$ cat config.mk
export PLATFORM = sky130hd
export DESIGN_NAME = alu_exec
export DESIGN_NICKNAME = d
export VERILOG_FILES = /design/src/rtl/alu_exec_pkg.sv /design/src/rtl/alu_exec_serial_shifter.sv /design/src/rtl/alu_exec.sv
export SDC_FILE = /design/constraint.sdc
export NUM_CORES = 1
export LEC_CHECK = 0
export ABC_AREA = 1
export CORE_UTILIZATION = 50
export CTS_BUF_LIST = sky130_fd_sc_hd__clkbuf_8 sky130_fd_sc_hd__clkbuf_16
export CTS_CLUSTER_DIAMETER = 60
export DETAILED_ROUTE_END_ITERATION = 6
export PLACE_DENSITY = 0.71
export SETUP_SLACK_MARGIN = 0.3
export SYNTH_ARGS = -nofsm -noshare
export SYNTH_HDL_FRONTEND = slang
export SYNTH_SLANG_ARGS = --single-unit
$ cat constraint.sdc
create_clock -name clk -period 2.7 [get_ports clk]
set_input_delay 0.27 -clock clk [delete_from_list [all_inputs] [get_ports clk]]
set_output_delay 0.27 -clock clk [all_outputs]
set_load 0.01 [all_outputs]
$ cat src/rtl/alu_exec_pkg.sv
// Shared ALUop encodings for the execute-stage ALU (values match the CS150 ALUop.vh table).
package alu_exec_pkg;

  typedef enum logic [3:0] {
    ALU_ADDU = 4'd0,
    ALU_SUBU = 4'd1,
    ALU_SLT  = 4'd2,
    ALU_SLTU = 4'd3,
    ALU_AND  = 4'd4,
    ALU_OR   = 4'd5,
    ALU_XOR  = 4'd6,
    ALU_LUI  = 4'd7,
    ALU_SLL  = 4'd8,
    ALU_SRA  = 4'd9,
    ALU_SRL  = 4'd10,
    ALU_NOR  = 4'd11
  } alu_op_e;

  function automatic logic is_shift_op(input logic [3:0] op);
    return (op == ALU_SLL) || (op == ALU_SRL) || (op == ALU_SRA);
  endfunction

endpackage

$ cat src/rtl/alu_exec_serial_shifter.sv
// One-bit-per-cycle shifter: working register plus a count of shifts still owed.
module alu_serial_shifter #(
  parameter int unsigned WIDTH   = 32,
  parameter int unsigned SHAMT_W = 5
) (
  input  logic               clk,
  input  logic               rst_n,
  input  logic               clear_i,
  input  logic               load_i,
  input  logic               left_i,
  input  logic               arith_i,
  input  logic [WIDTH-1:0]   operand_i,
  input  logic [SHAMT_W-1:0] amount_i,
  output logic               done_o,
  output logic [WIDTH-1:0]   result_o
);

  logic [WIDTH-1:0]   work_q;
  logic [SHAMT_W-1:0] cnt_q;
  logic               left_q;
  logic               arith_q;

  function automatic logic [WIDTH-1:0] step1(input logic [WIDTH-1:0] v,
                                             input logic l, input logic ar);
    return l ? {v[WIDTH-2:0], 1'b0} : {ar & v[WIDTH-1], v[WIDTH-1:1]};
  endfunction

  // The first shift is taken on the load edge; the last one is taken combinationally
  // into result_o, so cnt_q==1 marks the completing cycle.
  assign done_o   = (cnt_q == SHAMT_W'(1));
  assign result_o = step1(work_q, left_q, arith_q);

  always_ff @(posedge clk or negedge rst_n) begin
    if (!rst_n) begin
      work_q  <= '0;
      cnt_q   <= '0;
      left_q  <= 1'b0;
      arith_q <= 1'b0;
    end else if (clear_i) begin
      cnt_q <= '0;
    end else if (load_i) begin
      work_q  <= step1(operand_i, left_i, arith_i);
      cnt_q   <= amount_i - SHAMT_W'(1);
      left_q  <= left_i;
      arith_q <= arith_i;
    end else if (cnt_q != '0) begin
      work_q <= step1(work_q, left_q, arith_q);
      cnt_q  <= cnt_q - SHAMT_W'(1);
    end
  end

endmodule

$ cat src/rtl/alu_exec.sv
// Execute-stage ALU with registered valid/ready result. Define ALU_BARREL_SHIFT_EN to
// replace the serial shifter with a single-cycle barrel shifter.
module alu_exec
  import alu_exec_pkg::*;
#(
  parameter int unsigned WIDTH   = 32,
  parameter int unsigned SHAMT_W = 5
) (
  input  logic               clk,
  input  logic               rst_n,
  input  logic               flush,
  input  logic               in_valid,
  output logic               in_ready,
  input  logic [3:0]         alu_op,
  input  logic [WIDTH-1:0]   a,
  input  logic [WIDTH-1:0]   b,
  input  logic [SHAMT_W-1:0] shamt,
  output logic               out_valid,
  input  logic               out_ready,
  output logic [WIDTH-1:0]   result,
  output logic               illegal,
  output logic               busy
);

  typedef enum logic {S_IDLE, S_SHIFT} state_e;

  state_e           state_q, state_d;
  logic             out_valid_q, out_valid_d;
  logic [WIDTH-1:0] result_q, result_d;
  logic             illegal_q, illegal_d;
  logic             accept;
  logic             op_shift;
  logic [WIDTH-1:0] op_res;
  logic             op_illegal;
`ifndef ALU_BARREL_SHIFT_EN
  logic             sh_load;
  logic             sh_done;
  logic [WIDTH-1:0] sh_result;
`endif

  assign in_ready  = (state_q == S_IDLE) && (!out_valid_q || out_ready) && !flush;
  assign accept    = in_valid && in_ready;
  assign op_shift  = is_shift_op(alu_op);
  assign out_valid = out_valid_q;
  assign result    = result_q;
  assign illegal   = illegal_q;
  assign busy      = (state_q == S_SHIFT);

  always_comb begin
    op_res     = '0;
    op_illegal = 1'b0;
    case (alu_op)
      ALU_ADDU: op_res = a + b;
      ALU_SUBU: op_res = a - b;
      ALU_AND:  op_res = a & b;
      ALU_OR:   op_res = a | b;
      ALU_XOR:  op_res = a ^ b;
      ALU_NOR:  op_res = ~(a | b);
      ALU_SLT:  op_res = {{(WIDTH-1){1'b0}}, $signed(a) < $signed(b)};
      ALU_SLTU: op_res = {{(WIDTH-1){1'b0}}, a < b};
      ALU_LUI:  op_res = {b[WIDTH/2-1:0], {(WIDTH/2){1'b0}}};
`ifdef ALU_BARREL_SHIFT_EN
      ALU_SLL:  op_res = b << shamt;
      ALU_SRL:  op_res = b >> shamt;
      ALU_SRA:  op_res = $signed(b) >>> shamt;
`else
      // Only shamt 0/1 finish on the accept edge; longer shifts go through the shifter.
      ALU_SLL:  op_res = (shamt == '0) ? b : {b[WIDTH-2:0], 1'b0};
      ALU_SRL:  op_res = (shamt == '0) ? b : {1'b0, b[WIDTH-1:1]};
      ALU_SRA:  op_res = (shamt == '0) ? b : {b[WIDTH-1], b[WIDTH-1:1]};
`endif
      default:  op_illegal = 1'b1;
    endcase
  end

  always_comb begin
    state_d     = state_q;
    out_valid_d = out_valid_q && !out_ready;
    result_d    = result_q;
    illegal_d   = illegal_q;
`ifndef ALU_BARREL_SHIFT_EN
    sh_load     = 1'b0;
`endif
    if (flush) begin
      state_d     = S_IDLE;
      out_valid_d = 1'b0;
    end
`ifndef ALU_BARREL_SHIFT_EN
    else if (state_q == S_SHIFT) begin
      if (sh_done) begin
        result_d    = sh_result;
        illegal_d   = 1'b0;
        out_valid_d = 1'b1;
        state_d     = S_IDLE;
      end
    end
`endif
    else if (accept) begin
`ifndef ALU_BARREL_SHIFT_EN
      if (op_shift && (shamt > SHAMT_W'(1))) begin
        sh_load = 1'b1;
        state_d = S_SHIFT;
      end else
`endif
      begin
        result_d    = op_res;
        illegal_d   = op_illegal;
        out_valid_d = 1'b1;
      end
    end
  end

  always_ff @(posedge clk or negedge rst_n) begin
    if (!rst_n) begin
      state_q     <= S_IDLE;
      out_valid_q <= 1'b0;
      result_q    <= '0;
      illegal_q   <= 1'b0;
    end else begin
      state_q     <= state_d;
      out_valid_q <= out_valid_d;
      result_q    <= result_d;
      illegal_q   <= illegal_d;
    end
  end

`ifndef ALU_BARREL_SHIFT_EN
  alu_serial_shifter #(
    .WIDTH   (WIDTH),
    .SHAMT_W (SHAMT_W)
  ) u_shifter (
    .clk       (clk),
    .rst_n     (rst_n),
    .clear_i   (flush),
    .load_i    (sh_load),
    .left_i    (alu_op == ALU_SLL),
    .arith_i   (alu_op == ALU_SRA),
    .operand_i (b),
    .amount_i  (shamt),
    .done_o    (sh_done),
    .result_o  (sh_result)
  );
`else
  logic unused_op_shift;
  assign unused_op_shift = op_shift;
`endif

endmodule

==> key figures <==
Power and ir drop
  – P_int: 3940 uW
  – Switching part of the total: 44.8%
  – P per Cell Area: 443 mW/mm2
  – Psw: 3200 uW
  – Comb pwr share: 57.4%
  – VDD IR-drop max: 534 uV
  – Clock power share: 17.8%
  – Sequential Power Share: 24.8%
  – Lkg Pwr: 0.00874 uW

Clock tree
  – Clock root buffer: clkbuf_16
  – CTS tree: done
  – Clock transition at path regs: 0.06 ns
  – Clock sink count: 74
  – CTS H-tree lvls: 3
  – Hold-fix buffers, CTS: 0
  – Clock Latency Late Sink: 0.34 ns
  – TritonCTS Buffers: 9
  – Max clock buf depth: 2

Setup path
  – CP startpoint kind: input pin
  – Worst reg2reg startpoint: u_shifter.cnt_q[2]
  – CP Capture Type: register
  – Worst Path Max Fanout: 10
  – Crit. Startpoint: alu_op[1]
  – Crit Path Class: in -> reg
  – Crit path required time: 2.92 ns
  – Arrival @ worst endpoint: 2.60 ns

STA
  – Hold Vio Cnt, Final: 0
  – RSZ-0062 raised after global routing: true
  – Worst-Margin Slew: 0.995 ns
  – Max-slew headroom: 33.7%
  – Crit share post-route: 88.1%
  – Fin crit period: 2.38 ns
  – Final Slew Violations: 0
  – Max Clock Freq: 420 MHz
  – Setup TNS: 0 ns
  – Worst Clk Skew: 0.00927 ns
  – Final setup vio count: 0

Synth
  – Primary FF master, synth: dfrtp_1
  – Part of the Yosys area used for sequential elements: 15.5%
  – Seq cells post-synth: 74
  – Netlist cell types: 47
  – Area leader, netlist: nand2_1
  – Syn_nets: 2,366
  – Synth async-reset ratio: 100%
  – Synth top area share: 20.7%
  – Synth Cell Area: 0.0119 mm2
  – Mapped Cells: 2,178
  – Number of synthesized flops with an enable pin: 0
  – Warnings, synthesis: 0
  – Syn avg cell area: 5.48 um2
  – Area contributors post-synth: nand2_1 (21%), dfrtp_1 (16%), inv_1 (12%)

Final layout
  – Most common cell after layout, fill and taps aside: nand2_1
  – # fillers: 2,225
  – Fin cells: 2,781
  – Area delta synth->final: 34.8%
  – Share of post-route cells with drive strength above 1: 18.3%
  – Most frequent cells in the layout: nand2_1 (624), inv_1 (384), buf_4 (231)
  – Final net count: 2,643

Worst hold path
  – Hold Crit Class: in -> async

Status
  – Outcome: completed

Placed design
  – Count of input and output buffers: 113
  – Detailed placement HPWL: 41,400 um
  – # placed instances: 2,758
  – GPL Wtd Cong: 1.05

Routing
  – Total number of vias: 15,500
  – Number of routed nets with antenna violations: 0
  – DR WL/cell: 18.9 um
  – WL final: 52,500 um
  – Vias per cell: 5.56
  – First-pass iteration count of the detailed router: 7
  – DRC: 0
  – 1st-iter DRT viols: 1,402

GRT
  – Antenna violations before repair: 0
  – Vias in the first global route: 14,700
  – First-pass GRT wire length: 78,000 um
  – Overall Global Routing Usage: 42.3%
  – Largest net degree at the start of global routing: 75
  – GRT Residual Overflow: 0

Job
  – Maxcap violations: 0

Floorplan
  – Die height: 157 um
  – Die area: 0.0245 mm2
  – Initial Util: 50.9%
  – DIE WIDTH: 157 um
  – Ports: 114
  – FP Rows: 56
  – CORE AREA: 0.0235 mm2
-- final timing paths --
path                                   endpoint  slack [ns]  cells past startpoint
setup / recovery                     result[31]        0.32                     12
hold / removal              u_shifter.work_q[9]        0.08                      1
setup reg to reg                     result[31]        0.51                      7
hold reg to reg            u_shifter.work_q[31]        0.49                      2
max in group asynchronous  u_shifter.work_q[25]        1.96                      1
min in group clk           u_shifter.work_q[31]        0.49                      2
-- synthesized netlist by cell type (2+ instances only) --
library cell / count
nor3_2: 2
o22ai_1: 52
nand2_2: 8
nand3b_1: 4
a31oi_1: 3
or2_2: 2
ha_1: 108
a21oi_1: 124
buf_2: 55
nor2_4: 4
clkbuf_2: 2
clkbuf_1: 18
inv_1: 390
xnor2_1: 3
xor2_1: 4
dfrtp_1: 74
nand2_1: 659
nor3_1: 26
a211oi_1: 11
buf_6: 7
buf_4: 4
nor2_1: 258
nor4_1: 6
o21ai_0: 141
o21ai_2: 2
o2111ai_1: 2
nand4_1: 11
nand3_1: 115
fa_1: 2
o211ai_1: 9
o21bai_1: 7
o21ai_1: 30
buf_1: 3
inv_2: 11
a221oi_1: 5
and2_1: 5
-- power by group through the flow --
| stage | clock [uW] | combinational, uW | sequential, uW |
|---|---|---|---|
| after CTS | 1270 | 3830 | 1760 |
| after floorplan | 0 | 2160 | 1770 |
| after detailed placement | 0 | 3760 | 1770 |
| after global placement | 0 | 3690 | 1760 |
| final | 1270 | 4100 | 1770 |
| after global routing | 1310 | 4480 | 1800 |
-- metal layers --
| layer | track usage, % | vias to the layer above | wire length, um |
|---|---|---|---|
| li1 | - | 7391 | - |
| met1 | 49.6 | 7039 | 20400 |
| met2 | 68.0 | 810 | 23000 |
| met3 | 5.73 | 232 | 4110 |
| met4 | 36.9 | 0 | 5050 |
| met5 | 0 | - | 0 |
-- worst max-delay path: stages --
cell             delay, ns
clkdlybuf4s50_1       0.57
inv_2                 0.15
nor2_1                0.08
nand2_2               0.29
buf_4                 0.25
nor2_1                0.05
a211oi_1              0.16
nand4_1               0.11
nor2_1                0.30
nand3_2               0.17
nand2_2               0.12
a21oi_2               0.07
-- stage by stage --
stage | hold WS [ns] | instance area [um2] | worst slack (ns) | utilization [%] | power [uW]
after floorplan | -0.0256 | 11900 | 0.793 | - | 3930
after global placement | 0.469 | 14900 | -0.211 | 63.5 | 5450
after detailed placement | 0.481 | 14900 | -0.224 | 63.5 | 5530
after CTS | 0.127 | 15400 | 0.301 | 65.6 | 6860
after global routing | 0.164 | 16100 | 0.221 | 68.6 | 7590
final | 0.0788 | 16100 | 0.321 | 68.6 | 7130
-- registers in the layout, indices dropped and copies added, names as in the netlist --
| signal | cells |
|---|---|
| illegal | 1 |
| busy | 1 |
| u_shifter.cnt_q | 5 |
| u_shifter.work_q | 32 |
| result | 32 |
| u_shifter.left_q | 1 |
| out_valid | 1 |
| u_shifter.arith_q | 1 |
-- area by class of cell --
class / count / area (um2) / share of cell area, %
multi-input cells: 1614 / 8920 / 55.4
repair buffers: 355 / 3110 / 19.3
flip-flops and latches: 74 / 1850 / 11.5
inverters: 401 / 1510 / 9.35
well taps: 319 / 399 / 2.48
clock buffers: 11 / 253 / 1.57
clock inverters: 5 / 53.8 / 0.334
diodes: 2 / 5.00 / 0.0311
-- kinds of logic (layout without fill, tap and decap cells) --
| logic type | after synthesis | after routing | synth area share [%] |
|---|---|---|---|
| flops | 74 | 74 | 15.5 |
| xor+xnor | 7 | 7 | 0.514 |
| buf+inv | 490 | 772 | 16.6 |
| mux | 1 | 1 | 0.126 |
| other cells | 0 | 2 | 0 |
| simple gates | 1105 | 1105 | 37.6 |
| compound gates | 391 | 391 | 18.0 |
| fa+ha+maj | 110 | 110 | 11.7 |
-- repair_timing --
item / in CTS / in global routing
pin swaps: 1 / 22
gates resized for setup: 47 / 155
gates cloned: 0 / 0
setup buffers: 0 / 5
setup endpoints to repair: 22 / 27
Note: power is estimated with default switching activity, not from simulation.
